File: src/rtl/chacha20_stream_ctrl_pkg.sv
// Shared ChaCha20 stream-path types: keystream word, block geometry and controller states.
package chacha20_stream_ctrl_pkg;

    localparam int unsigned WORD_W    = 32;
    localparam int unsigned BLK_WORDS = 16;
    localparam int unsigned BLK_BYTES = 64;
    localparam int unsigned BLK_SH    = $clog2(BLK_BYTES);
    localparam int unsigned WIDX_W    = $clog2(BLK_WORDS);
    localparam int unsigned BIDX_W    = $clog2(BLK_BYTES);
    localparam int unsigned BLEFT_W   = BIDX_W + 1;
    localparam int unsigned CTR_W     = 32;

    typedef logic [WORD_W-1:0] word_t;

    typedef enum logic [2:0] {
        ST_IDLE,
        ST_REQ,
        ST_LOAD,
        ST_XOR,
        ST_FIN
    } ctrl_state_t;

endpackage

File: src/rtl/chacha20_stream_ctrl_ks_buffer.sv
// One keystream block: 16x32 word-write register file with a byte-addressed read port.
module chacha20_stream_ctrl_ks_buffer
    import chacha20_stream_ctrl_pkg::*;
(
    input  logic              clk,
    input  logic              we,
    input  logic [WIDX_W-1:0] widx,
    input  word_t             wdata,
    input  logic [BIDX_W-1:0] bidx,
    output logic [7:0]        rd_byte_c
);

    word_t mem [BLK_WORDS];
    word_t rd_word_c;

    // Word write from the block core; contents need no reset.
    always_ff @(posedge clk) begin
        if (we) begin
            mem[widx] <= wdata;
        end
    end

    // Byte select: word bidx>>2, little-endian byte bidx&3.
    always_comb begin
        rd_word_c = mem[bidx[BIDX_W-1:2]];
        rd_byte_c = rd_word_c[{bidx[1:0], 3'b000} +: 8];
    end

endmodule

File: src/rtl/chacha20_stream_ctrl.sv
// ChaCha20 stream controller: requests keystream blocks, buffers them and XORs plaintext bytes.
module chacha20_stream_ctrl
    import chacha20_stream_ctrl_pkg::*;
#(
    parameter int unsigned LEN_W = 16
) (
    input  logic             clk,
    input  logic             rst,
    input  logic             start,
    input  logic [CTR_W-1:0] ctr_init,
    input  logic [LEN_W-1:0] msg_len,
    output logic             busy,
    output logic             done,
    output logic             err,
    output logic             blk_req,
    output logic [CTR_W-1:0] blk_ctr,
    input  logic             ks_valid,
    input  word_t            ks_word,
    input  logic             pt_valid,
    output logic             pt_ready,
    input  logic [7:0]       pt_data,
    output logic             ct_valid,
    input  logic             ct_ready,
    output logic [7:0]       ct_data,
    output logic             ct_last
);

    localparam int unsigned LEXT_W = LEN_W + 1;
    localparam int unsigned CEXT_W = CTR_W + 1;

    ctrl_state_t        state;
    logic [CTR_W-1:0]   ctr;
    logic [LEN_W-1:0]   msg_rem;
    logic [BLEFT_W-1:0] bytes_left;
    logic [WIDX_W-1:0]  widx;
    logic [BIDX_W-1:0]  bidx;

    logic [LEXT_W-1:0]  nblk_c;
    logic               ovf_c;
    logic [BLEFT_W-1:0] first_left_c;
    logic               ct_free_c;
    logic               pt_fire_c;
    logic               ks_we_c;
    logic               last_byte_c;
    logic [7:0]         ks_byte_c;

    // Start-time checks: block count, counter overflow, and the size of the next block window.
    always_comb begin
        nblk_c       = (LEXT_W'(msg_len) + LEXT_W'(BLK_BYTES - 1)) >> BLK_SH;
        ovf_c        = (CEXT_W'(ctr_init) + CEXT_W'(nblk_c) - CEXT_W'(1)) > CEXT_W'({CTR_W{1'b1}});
        first_left_c = (msg_rem >= LEN_W'(BLK_BYTES)) ? BLEFT_W'(BLK_BYTES) : BLEFT_W'(msg_rem);
        ct_free_c    = !ct_valid || ct_ready;
        ks_we_c      = (state == ST_LOAD) && ks_valid;
        last_byte_c  = (msg_rem == LEN_W'(1));
        pt_fire_c    = pt_valid && pt_ready;
    end

    assign pt_ready = (state == ST_XOR) && (bytes_left != '0) && ct_free_c;

    chacha20_stream_ctrl_ks_buffer u_ks_buffer (
        .clk       (clk),
        .we        (ks_we_c),
        .widx      (widx),
        .wdata     (ks_word),
        .bidx      (bidx),
        .rd_byte_c (ks_byte_c)
    );

    // Message sequencing FSM with registered control outputs.
    always_ff @(posedge clk or negedge rst) begin
        if (!rst) begin
            state      <= ST_IDLE;
            ctr        <= '0;
            msg_rem    <= '0;
            bytes_left <= '0;
            widx       <= '0;
            bidx       <= '0;
            busy       <= 1'b0;
            done       <= 1'b0;
            err        <= 1'b0;
            blk_req    <= 1'b0;
            blk_ctr    <= '0;
        end else begin
            done    <= 1'b0;
            blk_req <= 1'b0;
            unique case (state)
                ST_IDLE: begin
                    if (start) begin
                        ctr     <= ctr_init;
                        msg_rem <= msg_len;
                        if (msg_len == '0) begin
                            err   <= 1'b0;
                            busy  <= 1'b1;
                            state <= ST_FIN;
                        end else if (ovf_c) begin
                            err <= 1'b1;
                        end else begin
                            err     <= 1'b0;
                            busy    <= 1'b1;
                            blk_req <= 1'b1;
                            blk_ctr <= ctr_init;
                            state   <= ST_REQ;
                        end
                    end
                end
                ST_REQ: begin
                    widx  <= '0;
                    state <= ST_LOAD;
                end
                ST_LOAD: begin
                    if (ks_valid) begin
                        widx <= widx + WIDX_W'(1);
                        if (widx == WIDX_W'(BLK_WORDS - 1)) begin
                            bidx       <= '0;
                            bytes_left <= first_left_c;
                            state      <= ST_XOR;
                        end
                    end
                end
                ST_XOR: begin
                    if (pt_fire_c) begin
                        bidx       <= bidx + BIDX_W'(1);
                        bytes_left <= bytes_left - BLEFT_W'(1);
                        msg_rem    <= msg_rem - LEN_W'(1);
                        if (last_byte_c) begin
                            state <= ST_FIN;
                        end else if (bytes_left == BLEFT_W'(1)) begin
                            ctr     <= ctr + CTR_W'(1);
                            blk_req <= 1'b1;
                            blk_ctr <= ctr + CTR_W'(1);
                            state   <= ST_REQ;
                        end
                    end
                end
                ST_FIN: begin
                    if (ct_free_c) begin
                        done  <= 1'b1;
                        busy  <= 1'b0;
                        state <= ST_IDLE;
                    end
                end
                default: state <= ST_IDLE;
            endcase
        end
    end

    // Ciphertext output register: load on plaintext accept, hold under stall, clear on drain.
    always_ff @(posedge clk or negedge rst) begin
        if (!rst) begin
            ct_valid <= 1'b0;
            ct_data  <= '0;
            ct_last  <= 1'b0;
        end else if (pt_fire_c) begin
            ct_valid <= 1'b1;
            ct_data  <= pt_data ^ ks_byte_c;
            ct_last  <= last_byte_c;
        end else if (ct_valid && ct_ready) begin
            ct_valid <= 1'b0;
            ct_last  <= 1'b0;
        end
    end

endmodule

File: config.mk
export PLATFORM = sky130hd
export DESIGN_NAME = chacha20_stream_ctrl
export DESIGN_NICKNAME = d
export VERILOG_FILES = /design/src/rtl/chacha20_stream_ctrl_pkg.sv /design/src/rtl/chacha20_stream_ctrl_ks_buffer.sv /design/src/rtl/chacha20_stream_ctrl.sv
export SDC_FILE = /design/constraint.sdc
export NUM_CORES = 1
export LEC_CHECK = 0
export CAP_MARGIN = 20
export CELL_PAD_IN_SITES_DETAIL_PLACEMENT = 0
export CELL_PAD_IN_SITES_GLOBAL_PLACEMENT = 2
export CORE_ASPECT_RATIO = 1.5
export CORE_MARGIN = 10
export CORE_UTILIZATION = 43
export CTS_CLUSTER_DIAMETER = 50
export DETAILED_ROUTE_END_ITERATION = 8
export GPL_TIMING_DRIVEN = 0
export PLACE_DENSITY = 0.78
export SYNTH_ARGS = -nofsm -noshare
export SYNTH_HDL_FRONTEND = slang
export SYNTH_SLANG_ARGS = --single-unit
File: constraint.sdc
create_clock -name clk -period 4 [get_ports clk]
set_clock_uncertainty 0.2 [all_clocks]
set_input_delay 0.6 -clock clk [delete_from_list [all_inputs] [get_ports clk]]
set_output_delay 0.6 -clock clk [all_outputs]
set_load 0.005 [all_outputs]
==> flow_summary.yaml, run 1 <==
clocking:
  numCtsBuffers: 61
  clk_latency_ns: 0.65
  htree_levels: 2
  cts_tree: "done"
  clk_pin_slew_worst_paths_ns: 0.06
  cts_root_buffer: "clkbuf_16"
  cts.sink_count: 626
  clk_path_buf_depth: 3
synthesis:
  synth_most_common_cell: "edfxtp_1"
  async_reset_ff_frac: 0.182
  synth_area_leaders: "edfxtp_1 57%, mux4_2 13%, dfrtp_1 11%"
  synthTopCellsByCount: "512 x edfxtp_1, 152 x mux4_2, 114 x dfrtp_1"
  synth-simple-area-share: 0.0583
  yosys.area.top_type: "edfxtp_1"
  synthXorXnorAreaFrac: 0.0169
  synthFlopType: "edfxtp_1"
  avgSynthCellArea_um2: 16.5
  syn_area_um2: 27000
  synth_top_area_frac: 0.570
  synth_mux_area_frac: 0.145
  ys_warn_count: 0
  synthesis.nets: 1782
  synth_cell_types: 63
  synth_top_family_by_area: "multiplexers"
  synth_seq_cells: 626
  yosysSeqAreaShare: 0.676
  synth_fa_ha_area_frac: 0.0246
  synth_compound_area_frac: 0.0549
  synthCells: 1635
  synth_edf_count: 512
routing:
  finalWirelength_um: 73800
  antenna_left: 0
  post_drt_wl_per_cell_um: 27.2
  viasPerCell: 5.76
  first_iter_violations: 1322
  drc: 0
  via_count: 15700
  drt_first_pass_iters: 5
critical_path:
  crit_fanout: 5
  endpoint_kind: "register"
  r2r_cells: 7
  arrival_ns: 4.19
  r2r_start: "bidx[4]$_DFFE_PN0P_"
  critPathRequiredTime_ns: 4.29
  r2r_setup_slack_ns: 0.28
  path_buf_inv: 4
  critical_path.max_stage_delay_ns: 0.30
  critPathLaunchType: "primary input"
  critical_path.cell_chain: "buf_4 -> nor4_4 -> nand2_2 -> and3_4 -> and4_4 -> nand4_1 -> nor2_2 -> xnor2_1 -> ha_1 -> inv_2 -> ha_4 -> nand4_1 -> a211oi_2 -> a21boi_4 -> o311a_4 -> mux2i_1 -> nand2_2 -> buf_12 -> buf_8 -> mux2_2"
  crit-reg2reg-capture: "ct_data[0]$_DFFE_PN0P_"
  crit_type: "primary input to register"
  critical-path-top-delay-family: "simple AND/OR/NAND/NOR gates"
  cp_slowest_cell: "ha_1"
floorplanning:
  die_w_um: 224
  start_util: 0.433
  die-area_um2: 73300
  rows: 112
  coreArea_um2: 62200
  die_h_um: 327
  io_pins: 141
timing:
  period_needed_ns: 3.90
  tightest_slew_ns: 1.03
  period_share: 0.975
  drv_slew: 0
  hold_viol_final: 0
  setup_tns_ns: 0
  layout_setup_ws_ns: 0.101
  rsz0062_at_grt: "yes"
  fmax_mhz: 256
  setup_viol: 0
  slew_headroom: 0.310
final_layout:
  finalNetCount: 2016
  utilization: 0.514
  layout-drive-gt1-share: 0.200
  diodes: 0
  post-route-cell-area_um2: 32000
  synthToLayoutAreaGrowth_pct: 18.5
place:
  hpwlAfterDp_um: 49900
  globalplace.congestion: 0.801
  portBuffers: 140
  dp_worst_setup_slack_ns: -1.63
  place_area_um2: 29800
global_route:
  antenna_found_initial: 3
  grt_first_pass_wirelength_um: 108000
  grt.total_usage: 0.200
  grt_max_degree: 87
  grt_pass1_vias: 16500
  overflow: 0
power_and_ir_drop:
  power_density_nw_per_um2: 648
  ir_worst_vdd_mv: 0.362
  p_leak_uw: 0.0108
status:
  status: "complete, no violations"
job:
  max_cap_viol_count: 0
worst_hold_path:
  worst_hold_path.endpoint: "msg_rem[0]$_DFFE_PN0P_"
  min_path_cells: 3
  hp-class: "primary input to register"
  hp-start: "msg_len[0]"
==> sequential cells by signal, indices dropped and copies added, names as in the netlist <==
register,flops
bidx,6
blk_ctr,32
busy,1
u_ks_buffer.mem,512
state,3
err,1
msg_rem,16
widx,4
ct_last,1
done,1
ct_valid,1
ct_data,8
ctr,32
bytes_left,7
blk_req,1
==> cells in the final DEF (no fill, tap or decap), types with 42 or more instances in the layout <==
cell type        count
a21oi_1             52
clkbuf_1            65
clkbuf_16           61
clkdlybuf4s50_1    128
dfrtp_1            114
edfxtp_1           512
ha_1                51
inv_1               65
mux2_2              42
mux4_2             152
nand2_1            111
nor2_1              53
o21ai_0             68
==> worst max path at each step <==
| stage | startpoint | to | slack (ns) | cells after the start |
|---|---|---|---|---|
| 2_1_floorplan | msg_len[3] | blk_ctr[0]$_DFFE_PN0P_ | 0.02 | 18 |
| 3_3_place_gp | rst | blk_ctr[20]$_DFFE_PN0P_ | -2.85 | 1 |
| 3_5_place_dp | msg_len[3] | blk_ctr[30]$_DFFE_PN0P_ | -1.63 | 19 |
| 5_1_grt | msg_len[2] | blk_ctr[2]$_DFFE_PN0P_ | -0.05 | 20 |
| 4_1_cts | msg_len[2] | blk_ctr[0]$_DFFE_PN0P_ | 0.02 | 20 |
| 6_report | msg_len[2] | blk_ctr[0]$_DFFE_PN0P_ | 0.10 | 20 |
==> power breakdown <==
part / total (µW) / leakage (µW) / internal (µW) / switching [µW]
logic: 7040 / 0.00397 / 3220 / 3820
registers: 8150 / 0.00598 / 7640 / 510
clock network: 5510 / 0.000908 / 3020 / 2490
total: 20700 / 0.0108 / 13900 / 6820
==> area by class of cell <==
| cell class | instances | area, µm² |
|---|---|---|
| inverter | 66 | 248 |
| tap | 798 | 998 |
| clock buffer | 78 | 1590 |
| sequential | 626 | 18200 |
| timing repair buffer | 172 | 1930 |
| clock inverter | 33 | 305 |
| multi-input combinational | 856 | 8210 |
| buffer | 86 | 440 |
| fill | 5186 | 30300 |
==> repair_timing <==
item | CTS | global route
pin swaps | 13 | 1
gates resized for setup | 52 | 6
buffers inserted | 9 | 1
gates cloned | 2 | 0
setup endpoints to repair | 36 | 36
hold buffers | 1 | 0
endpoints found under the hold margin | 28 | 0
==> metrics by stage <==
stage,power [µW],hold WS [ns],instances
final,20700,0.0621,2715
after CTS,20900,0.0371,2715
after global routing,21600,0.0531,2715
after detailed placement,15400,0.280,2592
after floorplan,12500,0.104,1635
after global placement,15200,0.269,2573
==> metal layers <==
metal	global-route usage	vias up	share of wire
li1	-	6873	-
met1	0.225	8100	0.37
met2	0.369	523	0.54
met3	0.0338	149	0.053
met4	0.0822	6	0.041
met5	0	-	0.00047
==> tightest hold or removal path, delay by kind of cell <==
kind	cells	cell delay [ns]
AND/OR/NAND/NOR	2	0.11
buffers and inverters	1	0.12
==> logic make-up after synthesis <==
kind of cell             after synthesis
adder cells (fa/ha/maj)               53
buffers and inverters                153
AND/OR/NAND/NOR                      322
flip-flops                           626
AO/OA/AOI/OAI                        233
multiplexers                         196
XOR/XNOR                              52
No activity file was read; power rests on OpenSTA's default activity.
==> inputs of run 2 (changes only) <==
Settings changed: SKIP_CTS_REPAIR_TIMING set to 1.
==> run 2 against run 1 <==
Net effect: via count is 0.56% lower; sequential share of layout area hardly changed; first-iteration DRC count is 0.30% higher; sequential power hardly changed; non-clock buffer count is 1 lower; final area hardly changed; routed wire length is 0.18% lower; clock-buffer cell count stayed put; sequential cell count stayed put; clock power hardly changed; maximum frequency is 0.62% lower; die area stayed put.
==> flow_summary.yaml, run 2 (synthesis results as in run 1) <==
status:
  status: "complete, no violations"
critical_path:
  crit_start: "msg_len[4]"
  cp_num_cells: 19
  critical_path.cell_chain: "buf_8 -> nor4_4 -> nand2_2 -> and3_4 -> and4_4 -> nand4_1 -> nor2_2 -> xnor2_1 -> ha_1 -> inv_2 -> ha_4 -> nand4_1 -> a211oi_2 -> a21boi_4 -> o311a_4 -> mux2i_4 -> nand2_4 -> buf_8 -> mux2_4"
  critical_path.max_stage_delay_ns: 0.30
  critPathRequiredTime_ns: 4.29
  endpoint: "blk_ctr[31]$_DFFE_PN0P_"
  crit_type: "primary input to register"
  crit-reg2reg-capture: "ct_data[7]$_DFFE_PN0P_"
  critical-path-top-delay-family: "simple AND/OR/NAND/NOR gates"
  critPathLaunchType: "primary input"
  r2r_cells: 7
  path_buf_inv: 3
  r2r_setup_slack_ns: 0.25
  crit_fanout: 8
  endpoint_kind: "register"
  cp_slowest_cell: "ha_1"
  arrival_ns: 4.22
  r2r_start: "bidx[4]$_DFFE_PN0P_"
timing:
  period_share: 0.981
  setup_tns_ns: 0
  setup_viol: 0
  period_needed_ns: 3.92
  fmax_mhz: 255
  tightest_slew_ns: 1.02
  slew_headroom: 0.315
  hold_viol_final: 0
  rsz0062_at_grt: "yes"
  hold_ws_ns: 0.0365
  drv_slew: 0
global_route:
  top_usage_layer: "met2"
  grt_first_pass_wirelength_um: 108000
  grt_use_met2: 0.367
  grt.total_usage: 0.200
  grt_max_degree: 87
  groute.layer.met1.usage: 0.224
  overflow: 0
  grt_pass1_vias: 16400
  use_met3: 0.0336
  antenna_found_initial: 3
clocking:
  numCtsBuffers: 61
  clk_latency_ns: 0.65
  clk_path_buf_depth: 3
  cts_tree: "done"
  cts_root_buffer: "clkbuf_16"
  htree_levels: 2
  cts.sink_count: 626
  clk_pin_slew_worst_paths_ns: 0.06
floorplanning:
  coreArea_um2: 62200
  rows: 112
  die-area_um2: 73300
  die_w_um: 224
  start_util: 0.433
  die_h_um: 327
  io_pins: 141
power_and_ir_drop:
  power.share.sequential: 0.394
  power_frac_comb: 0.340
  p_leak_uw: 0.0109
  switching_share: 0.329
  clkPwrFrac: 0.266
  power_density_nw_per_um2: 648
  switchingPower_uw: 6810
  ir_worst_vdd_mv: 0.363
  internal_power_uw: 13900
place:
  portBuffers: 140
  hpwlAfterDp_um: 49900
  globalplace.congestion: 0.801
routing:
  first_iter_violations: 1326
  via_count: 15600
  post_drt_wl_per_cell_um: 27.1
  finalWirelength_um: 73700
  antenna_left: 0
  viasPerCell: 5.73
  drt_first_pass_iters: 5
  drc: 0
final_layout:
  finalNetCount: 2015
  layout-drive-gt1-share: 0.200
  reg_top3: "u_ks_buffer.mem (512), blk_ctr (32), ctr (32)"
  largest_reg_flops: 512
  diodes: 0
  synthToLayoutAreaGrowth_pct: 18.5
  layout_commonest_cell: "edfxtp_1"
  final_cell_mix: "512 x edfxtp_1, 152 x mux4_2, 128 x clkdlybuf4s50_1"
  utilization: 0.514
  largest-register: "u_ks_buffer.mem"
worst_hold_path:
  hp-class: "primary input to register"
job:
  max_cap_viol_count: 0
[run 2: cell types whose count changed in the layout (fill, tap and decap cells not counted), moves of 2 or more]
cell             delta
dlymetal6s2s_1      +4
buf_2               -3
clkbuf_2            +3
dlygate4sd2_1       -3
clkbuf_16           +2
clkdlybuf4s15_2     -2
[run 2: layer usage]
metal | share of wire | vias up
met5 | 0.00048 | -
met4 | 0.042 | 6
met2 | 0.54 | 467
li1 | - | 6873
met3 | 0.051 | 148
met1 | 0.37 | 8070
[run 2: worst min-delay path by stage]
stage | from | to | slack, ns | cells after the start
final | msg_len[0] | msg_rem[0]$_DFFE_PN0P_ | 0.04 | 3
after detailed placement | bytes_left[5]$_DFFE_PN0P_ | bytes_left[5]$_DFFE_PN0P_ | 0.28 | 1
after global placement | msg_rem[10]$_DFFE_PN0P_ | msg_rem[10]$_DFFE_PN0P_ | 0.27 | 2
after CTS | rst | msg_rem[15]$_DFFE_PN0P_ | -0.35 | 1
after global routing | msg_len[0] | msg_rem[0]$_DFFE_PN0P_ | 0.03 | 3
after floorplan | rst | bidx[0]$_DFFE_PN0P_ | 0.10 | 0
[run 2: final cells by class]
type / count / area, µm²
tap: 798 / 998
fill: 5200 / 30300
multi-input combinational: 856 / 8230
clock inverter: 33 / 305
clock buffer: 78 / 1590
buffer: 86 / 440
inverter: 66 / 248
sequential: 626 / 18200
timing repair buffer: 171 / 1910
[run 2: per-stage QoR]
stage                     power [µW]  std cells  cell area, µm²  worst slack (ns)
after global placement         15200       2573           29400             -2.85
after floorplan                12500       1635           27000            0.0215
after CTS                      20900       2703           31700            -0.999
final                          20700       2714           32000            0.0770
after detailed placement       15400       2592           29800             -1.63
after global routing           21600       2714           32000           -0.0568
[run 2: power groups by stage]
stage / registers [µW] / clock network [µW] / logic [µW]
floorplan: 8150 / 0 / 4360
global placement: 8260 / 0 / 6980
detailed placement: 8270 / 0 / 7120
CTS: 8140 / 5610 / 7150
global route: 8230 / 5860 / 7550
finish: 8150 / 5500 / 7040
[run 2: worst min-delay path, delay by kind of cell]
kind                   cells  cell delay, ns
AND/OR/NAND/NOR            2            0.11
buffers and inverters      1            0.10
==> inputs of run 3 (changes only) <==
Settings changed: CORE_UTILIZATION 43 to 45, PLACE_DENSITY 0.78 to 0.82.
==> run 3 against run 2 <==
Net effect: setup slack worse by 0.070 ns; critical path depth is 1 higher; sequential share of layout area is 0.10 points lower; utilization is 2.7 points higher; global-route usage is 0.88 points higher; final area is 0.18% higher; final cell count is 0.81% lower; via count is 0.54% higher; clock-buffer cell count is 9 lower; routed wire length is 0.52% lower; sequential power hardly changed; clock power is 5.3% higher.
==> flow_summary.yaml, run 3 (synthesis results as in run 1) <==
place:
  dp_worst_setup_slack_ns: -1.69
  place_area_um2: 29800
  hpwlAfterDp_um: 49000
  dp.cells: 2571
  portBuffers: 140
  globalplace.congestion: 0.836
routing:
  post_drt_wl_per_cell_um: 27.2
  drc: 0
  finalWirelength_um: 73300
  drt_first_pass_iters: 5
  antenna_left: 0
  viasPerCell: 5.81
  first_iter_violations: 1379
  via_count: 15600
job:
  max_cap_viol_count: 0
timing:
  slew_headroom: 0.278
  hold_viol_final: 0
  period_share: 0.998
  fmax_mhz: 250
  layout_setup_ws_ns: 0.00731
  drv_slew: 0
  tightest_slew_ns: 1.08
  setup_viol: 0
  rsz0062_at_grt: "yes"
  hold_ws_ns: 0.0252
  period_needed_ns: 3.99
floorplanning:
  io_pins: 141
  die_h_um: 320
  die-area_um2: 70300
  die_w_um: 220
  rows: 109
  coreArea_um2: 59200
  start_util: 0.456
worst_hold_path:
  min_path_cells: 3
  hp-class: "primary input to register"
power_and_ir_drop:
  power_density_nw_per_um2: 654
  ir_worst_vdd_mv: 0.411
  p_leak_uw: 0.0109
clocking:
  htree_levels: 2
  clk_latency_ns: 0.65
  clk_path_buf_depth: 3
  numCtsBuffers: 60
  cts.sink_count: 626
  cts_root_buffer: "clkbuf_16"
  cts_tree: "done"
  clk_pin_slew_worst_paths_ns: 0.06
final_layout:
  finalNetCount: 2014
  largest_reg_flops: 512
  fill_cells: 4758
  synthToLayoutAreaGrowth_pct: 18.7
  largest-register: "u_ks_buffer.mem"
  layout-drive-gt1-share: 0.203
  final_cells: 2692
  final_cell_mix: "512 x edfxtp_1, 152 x mux4_2, 128 x clkdlybuf4s50_1"
  layout_commonest_cell: "edfxtp_1"
  post-route-cell-area_um2: 32000
  reg_top3: "u_ks_buffer.mem (512), blk_ctr (32), ctr (32)"
critical_path:
  critPathRequiredTime_ns: 4.32
  crit-reg2reg-capture: "ct_data[0]$_DFFE_PN0P_"
  r2r_start: "bidx[4]$_DFFE_PN0P_"
  crit_fanout: 10
  r2r_cells: 7
  critPathLaunchType: "primary input"
  r2r_setup_slack_ns: 0.30
  arrival_ns: 4.32
  endpoint: "blk_ctr[12]$_DFFE_PN0P_"
  endpoint_kind: "register"
  crit_type: "primary input to register"
  crit_start: "msg_len[3]"
global_route:
  overflow: 0
  grt_first_pass_wirelength_um: 108000
  grt.total_usage: 0.208
  grt_pass1_vias: 16500
  antenna_found_initial: 6
  grt_max_degree: 89
status:
  status: "complete, no violations"
run 3: stage by stage:
step	util	setup TNS, ns	power (µW)
after detailed placement	0.503	-58.60	15300
after floorplan	-	0	12500
final	0.541	0	20900
after global routing	0.541	-2.72	21900
after global placement	0.496	-520.94	15100
after CTS	0.537	-34.33	21100
run 3: final cells by class:
cell class / count / area (µm²) / share of cell area
clock buffer: 69 / 1560 / 0.0486
tap: 777 / 972 / 0.0304
antenna: 1 / 2.50 / 0.0000782
timing repair buffer: 171 / 1900 / 0.0593
sequential: 626 / 18200 / 0.569
clock inverter: 40 / 447 / 0.0140
buffer: 86 / 449 / 0.0140
multi-input combinational: 856 / 8210 / 0.257
inverter: 66 / 248 / 0.00774
run 3: routing by layer:
metal | global-route usage | up-vias | part of all wire
met2 | 0.369 | 531 | 0.53
met5 | 0 | - | 0.00071
met3 | 0.0383 | 161 | 0.056
met4 | 0.0915 | 8 | 0.046
li1 | - | 6872 | -
met1 | 0.241 | 8076 | 0.37
run 3: worst min-delay path by stage:
stage | slack, ns | to | from
after detailed placement | 0.28 | bytes_left[5]$_DFFE_PN0P_ | bytes_left[5]$_DFFE_PN0P_
after floorplan | 0.10 | bidx[0]$_DFFE_PN0P_ | rst
after global routing | 0.02 | msg_rem[0]$_DFFE_PN0P_ | msg_len[0]
after global placement | 0.27 | msg_rem[10]$_DFFE_PN0P_ | msg_rem[10]$_DFFE_PN0P_
after CTS | -0.36 | busy$_DFFE_PN0P_ | rst
final | 0.03 | msg_rem[0]$_DFFE_PN0P_ | msg_len[0]
run 3: critical path: stages:
cell and delay [ns]:
clkbuf_2 0.14, nor4_4 0.05, nand2_2 0.09, and3_4 0.21, and4_4 0.25, nand4_1 0.25
buf_4 0.24, xnor2_1 0.12, ha_1 0.28, inv_1 0.04, ha_1 0.26, nand4_1 0.13
a211oi_2 0.17, a21boi_4 0.23, o311a_4 0.27, mux2i_1 0.22, nand2_2 0.16, buf_12 0.18
buf_12 0.13, mux2_2 0.27
run 3: power breakdown:
part           internal [µW]  switching, µW  leakage [µW]
Clock                   3210           2580      0.000954
Combinational           3210           3780       0.00399
Sequential              7640            513       0.00598
Total                  14100           6870        0.0109
